--- config.mk ---
export PLATFORM = sky130hd
export DESIGN_NAME = layer_act_loader
export DESIGN_NICKNAME = d
export VERILOG_FILES = /design/src/rtl/layer_act_loader.sv
export SDC_FILE = /design/constraint.sdc
export NUM_CORES = 2
export LEC_CHECK = 0
export BUFFER_PORTS_ARGS = -buffer_cell sky130_fd_sc_hd__buf_4
export CAP_MARGIN = 20
export CORE_MARGIN = 2
export CORE_UTILIZATION = 57
export DETAILED_ROUTE_END_ITERATION = 10
export GPL_TIMING_DRIVEN = 1
export PLACE_DENSITY = 0.8
export SLEW_MARGIN = 25
export SYNTH_ARGS = -nofsm -noshare
export SYNTH_HDL_FRONTEND = slang
export SYNTH_SLANG_ARGS = --single-unit
--- constraint.sdc ---
create_clock -name clk -period 38.9 [get_ports clk]
set_clock_uncertainty 0.15 [all_clocks]
set_input_delay 1.945 -clock clk [delete_from_list [all_inputs] [get_ports clk]]
set_output_delay 1.945 -clock clk [all_outputs]
set_load 0.02 [all_outputs]
--- src/rtl/layer_act_loader.sv ---
// Serial-to-parallel activation loader: collects NUM_IN streamed words into a fill bank,
// then swaps them onto a held-stable parallel bus with a latency-aligned result strobe.
module layer_act_loader #(
    parameter int NUM_IN   = 15,
    parameter int DATA_W   = 32,
    parameter int NODE_LAT = 3
) (
    input  logic                       clk,
    input  logic                       reset,
    input  logic [DATA_W-1:0]          s_data,
    input  logic                       s_valid,
    input  logic                       s_last,
    output logic                       s_ready,
    output logic [NUM_IN*DATA_W-1:0]   a_bus,
    output logic                       a_valid,
    output logic                       res_valid,
    output logic                       frame_err,
    output logic [15:0]                frame_cnt
);

    localparam int IDX_W = (NUM_IN > 1) ? $clog2(NUM_IN) : 1;
    localparam int HC_W  = (NODE_LAT > 1) ? $clog2(NODE_LAT) : 1;

    typedef enum logic {FILL, FULL} fill_t;
    typedef enum logic [1:0] {IDLE, HOLD, READY} pres_t;

    fill_t fill_state, fill_next;
    pres_t pres_state, pres_next;

    logic [IDX_W-1:0] wr_idx, wr_idx_next;
    logic [HC_W-1:0]  hold_cnt, hold_next;
    logic             err_next, rv_next, load;
    logic             accept, at_end, swap;

    logic [NUM_IN-1:0][DATA_W-1:0] fill_bank;
    logic [NUM_IN-1:0][DATA_W-1:0] present_bank;

    // The present bank is the output register itself, so a_bus changes only on a swap.
    assign a_bus  = present_bank;
    assign accept = s_valid && s_ready;
    assign at_end = (wr_idx == IDX_W'(NUM_IN - 1));
    assign swap   = (fill_state == FULL) && (pres_state == IDLE || pres_state == READY);

    always_comb begin
        fill_next   = fill_state;
        wr_idx_next = wr_idx;
        err_next    = 1'b0;
        case (fill_state)
            FILL: begin
                if (accept) begin
                    if (at_end) begin
                        wr_idx_next = '0;
                        if (s_last) fill_next = FULL;
                        else        err_next  = 1'b1;
                    end else if (s_last) begin
                        wr_idx_next = '0;
                        err_next    = 1'b1;
                    end else begin
                        wr_idx_next = wr_idx + 1'b1;
                    end
                end
            end
            FULL: if (swap) fill_next = FILL;
            default: fill_next = FILL;
        endcase
    end

    always_comb begin
        pres_next = pres_state;
        hold_next = hold_cnt;
        rv_next   = 1'b0;
        load      = 1'b0;
        case (pres_state)
            IDLE, READY: begin
                if (swap) begin
                    load      = 1'b1;
                    hold_next = '0;
                    pres_next = HOLD;
                end
            end
            HOLD: begin
                // Strobe lands NODE_LAT edges after the swap edge.
                if (hold_cnt == HC_W'(NODE_LAT - 1)) begin
                    rv_next   = 1'b1;
                    pres_next = READY;
                end else begin
                    hold_next = hold_cnt + 1'b1;
                end
            end
            default: pres_next = IDLE;
        endcase
    end

    always_ff @(posedge clk or posedge reset) begin
        if (reset) begin
            fill_state   <= FILL;
            pres_state   <= IDLE;
            wr_idx       <= '0;
            hold_cnt     <= '0;
            s_ready      <= 1'b0;
            a_valid      <= 1'b0;
            res_valid    <= 1'b0;
            frame_err    <= 1'b0;
            frame_cnt    <= '0;
            fill_bank    <= '0;
            present_bank <= '0;
        end else begin
            fill_state <= fill_next;
            pres_state <= pres_next;
            wr_idx     <= wr_idx_next;
            hold_cnt   <= hold_next;
            // Registered from next state so it never depends on s_valid combinationally.
            s_ready    <= (fill_next == FILL);
            res_valid  <= rv_next;
            frame_err  <= err_next;
            if (accept && fill_state == FILL)
                fill_bank[wr_idx] <= s_data;
            if (load) begin
                present_bank <= fill_bank;
                frame_cnt    <= frame_cnt + 16'd1;
                a_valid      <= 1'b1;
            end
        end
    end

endmodule
### After elaboration in Yosys (flattened, before gate mapping)

Index checks and enable logic that the tools add are counted.

* register bits: 989
* output and inout port bits: 500

* $add $sub $neg: 3
* $lt $le $gt $ge: 2
* equality and inequality tests: 7
* multiplexer cells: 24
* bitwise gates (word level): 2
* reduce and logical (&&, ||, !) cells: 11

Operators by type and width (number)
* $bwmux 480: 1
* $demux 32 s4: 1
* $mux 32: 1
* $add 16x1->16 const B: 1
* $mux 1: 12
* $mux 2: 4
* $mux 4: 2
* $pmux 2 s2: 2
* $ne 2x2->1 const B: 3
* $lt 4x5->1 const B: 1
* $add 4x1->4 const B: 1
* $eq 2x2->1 const B: 2
* $eq 4x4->1 const B: 1
* $ge 4x1->1 const B: 1
* $logic_and 1x1->1: 4
* $reduce_and 2->1: 2
* $reduce_and 3->1: 1
* $add 2x1->2 const B: 1
* $eq 2x1->1 const B: 1
* $logic_not 2->1: 1
* $not 1->1: 2
* $pmux 1 s2: 1
* $reduce_bool 2->1: 1
* $reduce_or 2->1: 1
* $logic_or 1x1->1: 1

### Logic depth before layout (Yosys ltp)

* depth after elaboration: 6
* depth in mapped cells: 7
* mapped depth without buffers: 6

### Worst setup path after synthesis

OpenSTA, ideal clock, no wires.

* path kind: in2reg
* start point: in s_valid
* end point: reg fill_bank[202] in the netlist's numbering
* setup time: 0.125 ns
* data arrival time: 3.040 ns
* required time: 38.625 ns
* setup slack: 35.586 ns
* stages: 6
* path buffers: 2
* path through: and3b_1 > buf_4 > nand2_2 > nor2_2 > buf_4 > mux2_2

* longest elaborated chain between the ends: 2

RTL lines
* from (decl): RTL line 11 `input logic s_valid,`
* $logic_and 1x1->1: RTL line 40 `assign accept = s_valid && s_ready;`
* $logic_and 1x1->1: RTL line 116 `if (accept && fill_state == FILL)`
* to (signal, indexed assignment): RTL line 117 `fill_bank[wr_idx] <= s_data;`
* to (decl): RTL line 35 `logic [NUM_IN-1:0][DATA_W-1:0] fill_bank;`

Every way passes these cells.
A chain may end at the register's enable or synchronous reset.

==> run_results.csv <==
group,metric,value,unit
floorplan,die_h,259,um
placed_design,io_buffers,535,
clocking,postCtsHoldBufs,0,
critical_path,cp_max_fo,164,
global_route,first_global_vias,25793,
critical_path,r2r_slack,34.98,ns
placed_design,place_hpwl,60900,um
yosys,yosysWarningCount,0,
routing,wl_per_cell,21.5,um
pwr,p_per_area,50.1,mW/mm^2
yosys,ys_top_cells_by_area,"dfrtp_1, nand2_1, mux2_2",
clocking,cts_made_buffers,94,
run_status,status,"completed",
cells_and_area,drive_gt1_frac,0.320,
global_route,grtUsageMet2,0.466,
pwr,p_leak,24.8,nW
routing,drc,0,
global_route,antenna_found_initial,6,
yosys,yosysTopAreaCell,"dfrtp_1",
yosys,syn_area,0.0371,mm^2
min_path,holdPathEnd,"a_bus[71]",
critical_path,reg2reg_to,"a_bus[401]",
yosys,synth.avg_cell_area,11.6,um^2
yosys,synth_cell_type_count,38,
floorplan,fp.dieArea,0.0672,mm^2
routing,viasPerCell,5.52,
clocking,cts_root_buf,"clkbuf_16",
cells_and_area,mostFrequentLayoutCells,"nand2_1, dfrtp_1, buf_4, mux2_2, clkbuf_16",
timing,tightest_slew,1.16,ns
clocking,cts_tree,"built",
clocking,htreeDepth,3,
timing,rsz0062_at_grt,"false",
routing,firstDrtPassIters,7,
critical_path,reg2reg_depth,6,
clocking,post-cts-setup-buffer-count,0,
cells_and_area,fin_area,0.0451,mm^2
global_route,grt_usage,0.295,
global_route,grt-ovfl-total,0,
timing,relSlewSlack,0.225,
critical_path,cp-end-kind,"async pin",
yosys,syn-num-nets,3249,
timing,fin_crit,5.21,ns
pwr,total_power,2.26,mW
floorplan,io_pins,536,
placed_design,place.gp.congestion,0.806,
min_path,hold_class,"register to register",
critical_path,required,39.45,ns
routing,totalWireLength,99000,um
global_route,met1_usage,0.416,
clocking,insertion_delay,0.65,ns
clocking,clock_sinks,989,
timing,hold_viol_final,0,
routing,ant_nets,0,
timing,worst_slack,33.69,ns
floorplan,fp.dieW,259,um
cells_and_area,layout.nets,3723,
timing,finalSetupViolCount,0,
yosys,yosysTopAreaCellShare,0.666,
routing,via_count,25438,
routing,drt-initial-drc-count,2737,
global_route,grt_pass1_wl,151000,um
job,cap_violations,0,
floorplan,start_util,0.576,
floorplan,rows,93,
global_route,grt_max_degree,209,
yosys,syn_inst,3207,
timing,finalCritPeriodShare,0.134,
clocking,postCtsResizedCells,0,
min_path,worstHoldStart,"fill_bank[71]",
floorplan,coreArea,0.0645,mm^2
critical_path,arrival,5.75,ns
timing,setup_tns,0,ns
global_route,grt-busiest-layer,"met2",
global_route,use_met3,0.0500,
timing,hold_slack,0.305,ns
critical_path,cp-start-kind,"input port",
critical_path,worstSetupPathType,"input port to async pin",
cells_and_area,layout_commonest_cell,"nand2_1",
placed_design,dp_slack,32.36,ns
critical_path,r2r_start,"pres_state[0]",
min_path,whs_path_depth,2,
timing,finalMaxSlewViolations,0,
placed_design,placed_cell_area,0.0419,mm^2
clocking,clk_pin_slew_worst_paths,0.06,ns
yosys,ys_seq_area_frac,0.666,
timing,fmaxAchievable,0.192,GHz
pwr,irDropWorstVdd,0.0312,mV
yosys,ys_ff_latch,989,
clocking,clockBufferDepth,3,
cells_and_area,area_delta_synth_final,21.4,%
## synthesized netlist by cell type, drive strengths merged
master     n
nor2      16
nand2   1458
a31o       1
ha         6
a31oi      1
o21ai      5
a21o       1
nor2b      1
a22oi      1
a21bo      1
and2       1
and4       2
and3       1
xor2       3
buf       51
nand4      3
clkbuf   137
or3        1
inv        8
nand3b     1
nand2b     8
o31ai      1
a22o       1
and3b      1
nand3     11
mux2     481
nor4       3
xnor2     13
dfrtp    989
## logic make-up (layout without fill, tap and decap cells)
| kind of cell | count (synthesis) | after routing | synth area share |
|---|---|---|---|
| other cells | 0 | 2 | 0 |
| compound gates | 12 | 12 | 0.00219 |
| buf+inv | 196 | 742 | 0.0238 |
| fa+ha+maj | 6 | 6 | 0.00202 |
| flops | 989 | 989 | 0.666 |
| xor+xnor | 16 | 16 | 0.00377 |
| simple gates | 1507 | 1507 | 0.156 |
| mux | 481 | 481 | 0.146 |
## layout make-up
| cell class | instances | area (um^2) |
|---|---|---|
| Tap cell | 855 | 1070 |
| Clock inverter | 36 | 449 |
| Sequential cell | 989 | 24700 |
| Multi-Input combinational cell | 2022 | 11600 |
| Timing Repair Buffer | 566 | 4430 |
| Fill cell | 4441 | 19400 |
| Clock buffer | 132 | 2740 |
| Antenna cell | 2 | 5.00 |
| Inverter | 8 | 37.5 |
## flip-flops by register name (all words and copies together) (netlist names)
register and flops:
a_bus 480, frame_err 1, wr_idx 4, fill_state 1, frame_cnt 16, a_valid 1, s_ready 1, fill_bank 480
hold_cnt 2, pres_state 2, res_valid 1
## worst max path at each step
stage	cells past startpoint	slack, ns	to	start
after floorplan	1	8.98	a_bus[0]	reset
after global routing	6	33.09	fill_bank[341]	reset
after CTS	6	33.05	fill_bank[376]	reset
after global placement	6	32.39	a_bus[436]	reset
final	6	33.69	fill_bank[337]	reset
after detailed placement	6	32.36	a_bus[436]	reset
## critical path: stages
cell    delay [ns]
buf_4         0.13
inv_8         0.54
buf_12        0.68
buf_6         0.63
buf_4         0.83
buf_6         0.62
## per-stage QoR
stage / utilization / instances
6_report: 0.699 / 4610
4_1_cts: 0.699 / 4608
3_3_place_gp: 0.647 / 4434
2_1_floorplan: - / 3207
5_1_grt: 0.699 / 4609
3_5_place_dp: 0.649 / 4440
## where the power goes
| part | leakage [nW] | total (mW) | switching [mW] | internal [mW] |
|---|---|---|---|---|
| combinational | 9.75 | 0.147 | 0.0682 | 0.0783 |
| sequential | 13.5 | 1.17 | 0.0499 | 1.12 |
| clock | 1.58 | 0.937 | 0.392 | 0.545 |
## metal layers
metal / wire length (um) / vias to the layer above
li1: - / 11128
met1: 41400 / 13198
met2: 47800 / 950
met3: 6850 / 162
met4: 2940 / 0
met5: 0 / -
(Power assumes the default switching activity.)
